`config.mk`:
```
export PLATFORM = sky130hd
export DESIGN_NAME = demux32_collect
export DESIGN_NICKNAME = d
export VERILOG_FILES = /design/src/rtl/demux_pkg.sv /design/src/rtl/demux32_collect_dec.sv /design/src/rtl/demux32_collect.sv
export SDC_FILE = /design/constraint.sdc
export NUM_CORES = 1
export LEC_CHECK = 0
export CORE_UTILIZATION = 33
export DETAILED_ROUTE_END_ITERATION = 10
export HOLD_SLACK_MARGIN = 0.08
export SYNTH_ARGS = -nofsm -noshare
export SYNTH_HDL_FRONTEND = slang
export SYNTH_SLANG_ARGS = --single-unit
```
`constraint.sdc`:
```
create_clock -name clk -period 5.9 [get_ports clk]
set_input_delay 1.18 -clock clk [delete_from_list [all_inputs] [get_ports clk]]
set_output_delay 1.18 -clock clk [all_outputs]
set_load 0.03 [all_outputs]
```
`src/rtl/demux_pkg.sv`:
```
// ---------------------------------------------------------------------------
// demux_pkg
// Shared constants, state type and lane-select helper for the 32-lane
// scatter/collect block and its select decoder.
//   LANES   : number of lanes in a packed vector (32)
//   SEL_W   : width of the lane select (5)
//   state_e : collector FSM states (FILL gathers words, HOLD presents vector)
//   lane_of : reversed lane mapping, lane = 31 - sel
// ---------------------------------------------------------------------------
package demux_pkg;

  localparam int unsigned LANES = 32;
  localparam int unsigned SEL_W = 5;

  typedef enum logic {
    FILL = 1'b0,
    HOLD = 1'b1
  } state_e;

  // For a 5-bit select, bitwise inversion is exactly 31 - sel.
  function automatic logic [SEL_W-1:0] lane_of(input logic [SEL_W-1:0] sel);
    return ~sel;
  endfunction

endpackage

```
`src/rtl/demux32_collect_dec.sv`:
```
// ---------------------------------------------------------------------------
// onehot_dec32
// Combinational 5-bit select to 32-bit one-hot lane write enable, using the
// reversed lane mapping (sel 31 -> bit 0, sel 0 -> bit 31).
//   sel    : lane select, reversed encoding
//   en     : decoder enable; all outputs low when clear
//   onehot : one-hot lane write enable
// ---------------------------------------------------------------------------
module onehot_dec32
  import demux_pkg::*;
(
  input  logic [SEL_W-1:0] sel,
  input  logic             en,
  output logic [LANES-1:0] onehot
);

  always_comb begin
    onehot = '0;
    if (en) begin
      onehot[lane_of(sel)] = 1'b1;
    end
  end

endmodule

```
`src/rtl/demux32_collect.sv`:
```
// ---------------------------------------------------------------------------
// demux32_collect
// Scatters a stream of lane-tagged words into 32 lane registers and presents
// the packed vector downstream under a valid/ready handshake.
//   clk, rst   : clock, synchronous active-high reset
//   in_valid   : input word valid
//   in_ready   : block accepts a word this cycle (FILL and not in reset)
//   in_data    : word to scatter
//   in_sel     : lane select, lane = 31 - in_sel
//   in_last    : final word of the current vector
//   out_valid  : packed vector available (HOLD)
//   out_ready  : downstream accepts the vector
//   out_data   : packed lanes, lane k at out_data[WIDTH*k +: WIDTH]
//   out_mask   : bit k set when lane k was written in this vector
//   dup_err    : one-cycle pulse after an accept that rewrote a lane
// ---------------------------------------------------------------------------
module demux32_collect
  import demux_pkg::*;
#(
  parameter int unsigned WIDTH = 16
) (
  input  logic                   clk,
  input  logic                   rst,
  input  logic                   in_valid,
  output logic                   in_ready,
  input  logic [WIDTH-1:0]       in_data,
  input  logic [SEL_W-1:0]       in_sel,
  input  logic                   in_last,
  output logic                   out_valid,
  input  logic                   out_ready,
  output logic [WIDTH*LANES-1:0] out_data,
  output logic [LANES-1:0]       out_mask,
  output logic                   dup_err
);

  state_e           state_q, state_d;
  logic [LANES-1:0] mask_q, mask_d;
  logic [WIDTH-1:0] lane_q [LANES];
  logic [WIDTH-1:0] lane_d [LANES];
  logic             dup_q, dup_d;

  logic             accept;
  logic [LANES-1:0] lane_we;

  // in_ready is gated by rst so nothing is taken on a reset edge.
  always_comb begin
    in_ready  = (state_q == FILL) && !rst;
    out_valid = (state_q == HOLD);
    accept    = in_valid && in_ready;
  end

  onehot_dec32 u_dec (
    .sel    (in_sel),
    .en     (accept),
    .onehot (lane_we)
  );

  always_comb begin
    state_d = state_q;
    mask_d  = mask_q;
    lane_d  = lane_q;
    dup_d   = 1'b0;
    unique case (state_q)
      FILL: begin
        if (accept) begin
          mask_d = mask_q | lane_we;
          dup_d  = |(mask_q & lane_we);
          for (int unsigned k = 0; k < LANES; k++) begin
            if (lane_we[k]) begin
              lane_d[k] = in_data;
            end
          end
          // Complete on in_last, or once every lane has been written.
          if (in_last || (&mask_d)) begin
            state_d = HOLD;
          end
        end
      end
      HOLD: begin
        // Clearing lanes on release keeps unwritten lanes of the next
        // vector reading as zero.
        if (out_ready) begin
          state_d = FILL;
          mask_d  = '0;
          for (int unsigned k = 0; k < LANES; k++) begin
            lane_d[k] = '0;
          end
        end
      end
      default: begin
        state_d = FILL;
      end
    endcase
  end

  always_ff @(posedge clk) begin
    if (rst) begin
      state_q <= FILL;
      mask_q  <= '0;
      dup_q   <= 1'b0;
      for (int unsigned k = 0; k < LANES; k++) begin
        lane_q[k] <= '0;
      end
    end else begin
      state_q <= state_d;
      mask_q  <= mask_d;
      dup_q   <= dup_d;
      for (int unsigned k = 0; k < LANES; k++) begin
        lane_q[k] <= lane_d[k];
      end
    end
  end

  always_comb begin
    out_data = '0;
    for (int unsigned k = 0; k < LANES; k++) begin
      out_data[WIDTH*k +: WIDTH] = lane_q[k];
    end
    out_mask = mask_q;
    dup_err  = dup_q;
  end

endmodule

```
* Yosys cells after proc, flatten, opt, wreduce, memory -nomap -nowiden
Cells that the tools add are included.
** Operators by class
- Equality and inequality tests :: 34
- Multiply operators :: 0
- Shift-type cells :: 0
- Bitwise operators :: 5
- $lt $le $gt $ge :: 2
- Divide/modulo/power cells :: 0
- Multiplexer cells :: 45
- Reduce and logical (&&, ||, !) cells :: 41
- $add $sub $neg :: 0
** Operators by type and width (number)
- $mux W512 :: 2
- $pmux W512 S2 :: 1
- $mux W16 :: 32
- $mux W32 :: 3
- $reduce_and A3 Y1 :: 32
- $ne A2 B2 Y1 const B :: 34
- $pmux W32 S2 :: 1
- $and A32 B32 Y32 :: 1
- $or A32 B32 Y32 :: 1
- $reduce_and A32 Y1 :: 1
- $reduce_or A32 Y1 :: 1
- $lt A5 B6 Y1 const B :: 1
- $demux W1 S5 :: 1
- $ge A5 B1 Y1 const B :: 1
- $not A5 Y5 :: 1
- $mux W1 :: 4
- $logic_and A1 B1 Y1 :: 3
- $reduce_or A3 Y1 :: 1
- $not A1 Y1 :: 2
- $pmux W1 S2 :: 1
- $reduce_and A2 Y1 :: 1
- $logic_not A1 Y1 :: 1
- $logic_or A1 B1 Y1 :: 1
** Storage, ports and cells
- RAM bits :: 0
- Memories :: 0
- Bits in latches :: 0
- Register bits :: 546
- Memory bits (read-only) :: 0
- Output and inout bits :: 547

* Logic depth before layout (Yosys ltp)
- Depth after elaboration :: 12
- Mapped depth :: 9
- Depth with buffers taken out :: 6

* Cells and area by module
A second synthesis with hierarchy kept.
** Second synthesis, totals
- Cell total of the unflattened synthesis :: 1932
- Area total of the unflattened synthesis :: 20360.8 µm²
** By module, submodules not included
- demux32_collect :: seq. area each 10930.5 µm², times used 1, area an instance 20130.6 µm², cells an instance 1885
- onehot_dec32 :: seq. area each 0.0 µm², times used 1, area an instance 230.2 µm², cells an instance 47

* Worst setup path before layout
No wires, ideal clock.
- Kind :: input -> register
- Start point :: input port rst
- End point :: register lane_q, in the netlist out_data[21]
- Slack :: 2782 ps
- Stages :: 7
- Arrival :: 3048 ps
- Data required time :: 5830 ps
- Cells stage by stage :: buf_6 > nor2_1 > nand3_1 > nor3_1 > clkbuf_1 > nand2_1 > a21oi_1
** Between the ends
- Word-level cells in the longest chain between the ends :: 6
- Elaborated cells on any way between the ends :: 7
- Those cells by class :: eq/ne: 2; mux: 1; reduce/logical: 4
** Ends and longest elaborated chain
- from (decl) :: RTL line demux32_collect.sv:23 : input logic rst,
- $logic_not A1 Y1 (*) :: RTL line demux32_collect.sv:47 : in_ready = (state_q == FILL) && !rst;
- $logic_and A1 B1 Y1 (*) :: RTL line demux32_collect.sv:47
- net in_ready :: RTL line demux32_collect.sv:25 : output logic in_ready,
- $logic_and A1 B1 Y1 (*) :: RTL line demux32_collect.sv:49 : accept = in_valid && in_ready;
- $mux W32 :: RTL line demux32_collect_dec.sv:19 : if (en) begin
- $ne A2 B2 Y1 (no source line)
- $reduce_and A3 Y1 (no source line) (*)
- to (signal, indexed assignment) :: RTL line demux32_collect.sv:109 : lane_q[k] <= lane_d[k];
- to (decl) :: RTL line demux32_collect.sv:38 : logic [WIDTH-1:0] lane_q [LANES];
The timed path passes the listed nets; every way through them passes the cells marked *.
A chain may end at the register's enable or synchronous reset.

* Worst setup path after layout
- Start point :: input port in_sel[2]
- End point :: register lane_q, in the netlist out_data[156]
** Between the ends
- Word-level cells in the longest chain between the ends :: 8
- Elaborated cells on any way between the ends :: 9
- Those cells by class :: order compare: 2; eq/ne: 1; mux: 3; bitwise: 1; reduce/logical: 2
** Ends and longest elaborated chain
- from (decl) :: RTL line demux32_collect.sv:27 : input logic [SEL_W-1:0] in_sel,
- $not A5 Y5 (*) :: RTL line demux_pkg.sv:22 : return ~sel;
- $lt A5 B6 Y1 (implied by the code) or $ge A5 B1 Y1 (tied branches) :: RTL line demux32_collect_dec.sv:20 : onehot[lane_of(sel)] = 1'b1;
- $logic_and A1 B1 Y1 (implied by the code) :: RTL line demux32_collect_dec.sv:20
- $mux W1 (implied by the code) :: RTL line demux32_collect_dec.sv:20
- $demux W1 S5 (*)
- $mux W32 (*) :: RTL line demux32_collect_dec.sv:19
- $ne A2 B2 Y1 (no source line) (*)
- $reduce_and A3 Y1 (no source line) (*)
Mark *: on every way between the ends. The rest lies on a longest branch, timed or not.

==> metrics.txt <==
Die W approximately 250 um; # port buffers 572; pwr dens between 200 and 300 mW/mm^2; worst slew pin tran around 1300 ps; largest net degree at the start of global routing 161; sequential power share between 40% and 50%; slowest CP cell nand4bb_1; Max Fclk roughly 250 MHz; Die Y approximately 250 um; crit share post-route approximately two thirds; DP HPWL 57.3 mm; DR vias/cell 5.44; # diodes 0; leading area contributor after synthesis dfxtp_1; element type at the critical path end flop; clock buffer depth 3; Worst path max stage delay 850 ps; Post-Syn Instances 2596; Async SR Flop Fraction 0%; CP bufs+invs 1; Sw Ratio between 20% and 30%; Top-Level Pins 573; final hold violation count 0; Initial Utilization roughly 34%; internal power approximately 6.0 mW; residual DRC count 0; initial antenna violation count 3; syn_nets 2622; register area share after synthesis between 50% and 60%; Distinct cells, synth 45; GRT Resource Usage Total roughly 28%; Post-CTS Hold Buffers 0; Syn. warnings 0; H-tree level count 2; Synth Area per Inst a little under 8 um^2; Synth Area in Adders 0%; commonest cells in the netlist nand2_1 (608), dfxtp_1 (546), nand3_1 (529); crit path DAT roughly 4400 ps; Setup Skew about 28 ps; post-cts repair resize count 0; CTS tree yes; routed len/inst between 20 and 25 um; most numerous cell in the Yosys netlist nand2_1; unrepaired setup endpoints after global routing no; final net count around 3100; Max-Cap Viols 0; Sink Count around 550; status finished clean; synthesized-area fraction occupied by xor and xnor cells 0%; CP delay by family, top simple AND/OR/NAND/NOR gates; critical path required time 6350 ps; post-synth top area share a little over half; die footprint 0.0628 mm^2; vias ~21000; standard-cell row count 90; Post-synth EDFFs 0; crit path max fanout 17; VDD IR-drop max around 0.00022 V; Switch Pwr about 1.9 mW; Fin Hold WS between 400 and 500 ps; Setup CP Type primary input to flop; crit path cell chain clkdlybuf4s50_1, nand4bb_1, nor2_1, nand2_1, nand3_1, a21oi_1; post-CTS setup buffer count 0; share of cells above drive strength 1 6.76%; Final setup viols 0; area of the core 0.0607 mm^2; combinational share of power roughly 5.1%; vias in the first global route about 19000; Pre-antenna DRT Iters 8; Root Driver clkbuf_16; largest family of logic cells by synthesized area simple AND/OR/NAND/NOR gates; detailed-route wire length around 90 mm; Synth Area in Compound Gates ~14%; Post-DRT Antenna Nets 0; sum of negative setup slack 0 ps; Hold WC Path Type flop to flop; Clock power frac 47.8%; mapped cell area just over 0.02 mm^2; min Tclk post-route between 3000 and 4000 ps; GR Overflow Total 0; synth top area cells dfxtp_1 (54%), nand3_1 (13%), a21oi_1 (13%), nand2_1 (11%), clkbuf_1 (4.2%); Post-Synth Simple-Gate Area between 20 and 30%; Most used DFF post-synth dfxtp_1; number of synthesized register bits ~550; Area Growth Syn to Fin 40.2%; Placer Congestion ~0.91; Slew HR around 14%; LEAKAGE a little over 9 nW; global-route wire length before repair about 130 mm; clock insertion delay at the later pin of the skew report between 600 and 700 ps; Worst-path clk slew approximately 60 ps; post-synthesis mux area share 0.466%; Critical Path Source Type primary input; Slew Viols, Final 0; total CTS buffers 59; initial drt markers approximately 1800
[power by group through the flow]
stage | Combinational [mW] | Clock (mW) | Sequential (mW)
floorplan | 0.188 | 0 | 3.82
global placement | 0.394 | 0 | 3.80
detailed placement | 0.395 | 0 | 3.80
CTS | 0.396 | 3.84 | 3.71
global route | 0.417 | 3.99 | 3.71
finish | 0.400 | 3.78 | 3.72
[metrics by stage]
step	worst slack (ps)	utilization (%)	instance area (um^2)	power [mW]	instances
after floorplan	2780	-	20400	4.01	2596
after global placement	1420	43.8	26600	4.19	3748
after detailed placement	1340	43.8	26600	4.19	3748
after CTS	1950	47.1	28600	7.95	3859
after global routing	1620	47.1	28600	8.12	3859
final	1940	47.1	28600	7.89	3859
[cells by family after synthesis]
group,Yosys count
mux,9
buf+inv,258
flops,546
simple gates,1225
compound gates,558
[per-layer routing]
| metal | up-vias | track usage, % | part of all wire (%) |
|---|---|---|---|
| met5 | - | 0 | 0.048 |
| met4 | 6 | 12.3 | 4.5 |
| met3 | 208 | 7.02 | 9.1 |
| met2 | 996 | 44.0 | 46 |
| met1 | 10100 | 35.1 | 41 |
| li1 | 9694 | - | - |
[worst register-to-register path: stages, from the launching register on]
cell and delay, ps:
dfxtp_1 460, nand4bb_1 930, nor2_1 550, nand2_1 620, nand3_1 290, a21oi_1 90
[final timing paths]
path	from	endpoint	slack, ps	cells past startpoint
max	in_sel[2]	out_data[156]	1940	6
max reg2reg	out_valid	out_data[156]	2770	5
min	out_data[381]	out_data[381]	460	2
min reg2reg	out_data[381]	out_data[381]	460	2
[final cells by class]
| type | count | area, um^2 |
|---|---|---|
| well taps | 782 | 978 |
| repair buffers | 627 | 6100 |
| clock inverters | 19 | 206 |
| flip-flops and latches | 546 | 10900 |
| multi-input cells | 1792 | 8560 |
| inverters | 1 | 3.75 |
| fillers | 5787 | 32100 |
| clock buffers | 92 | 1790 |
[flip-flops by register name, summed over array words and instances, names as in the netlist]
signal     count
out_data     512
out_mask      32
dup_err        1
out_valid      1
[layout by cell type (no fill, tap or decap), drive strengths merged, types with 3 or more instances in the layout]
master         count
a21oi            522
or2                3
mux2i              5
nor2b              4
o21ai             15
buf               72
nand2            608
nor3              32
o22ai              3
mux2               4
nand2b             8
nand3            529
clkinvlp           4
clkbuf            92
nor4               3
and2               3
clkdlybuf4s50    555
bufinv             3
and3               5
a211oi             4
nor2              18
clkinv            12
a221oi             3
a22oi              4
dfxtp            546
Note: power is estimated with default switching activity, not from simulation.
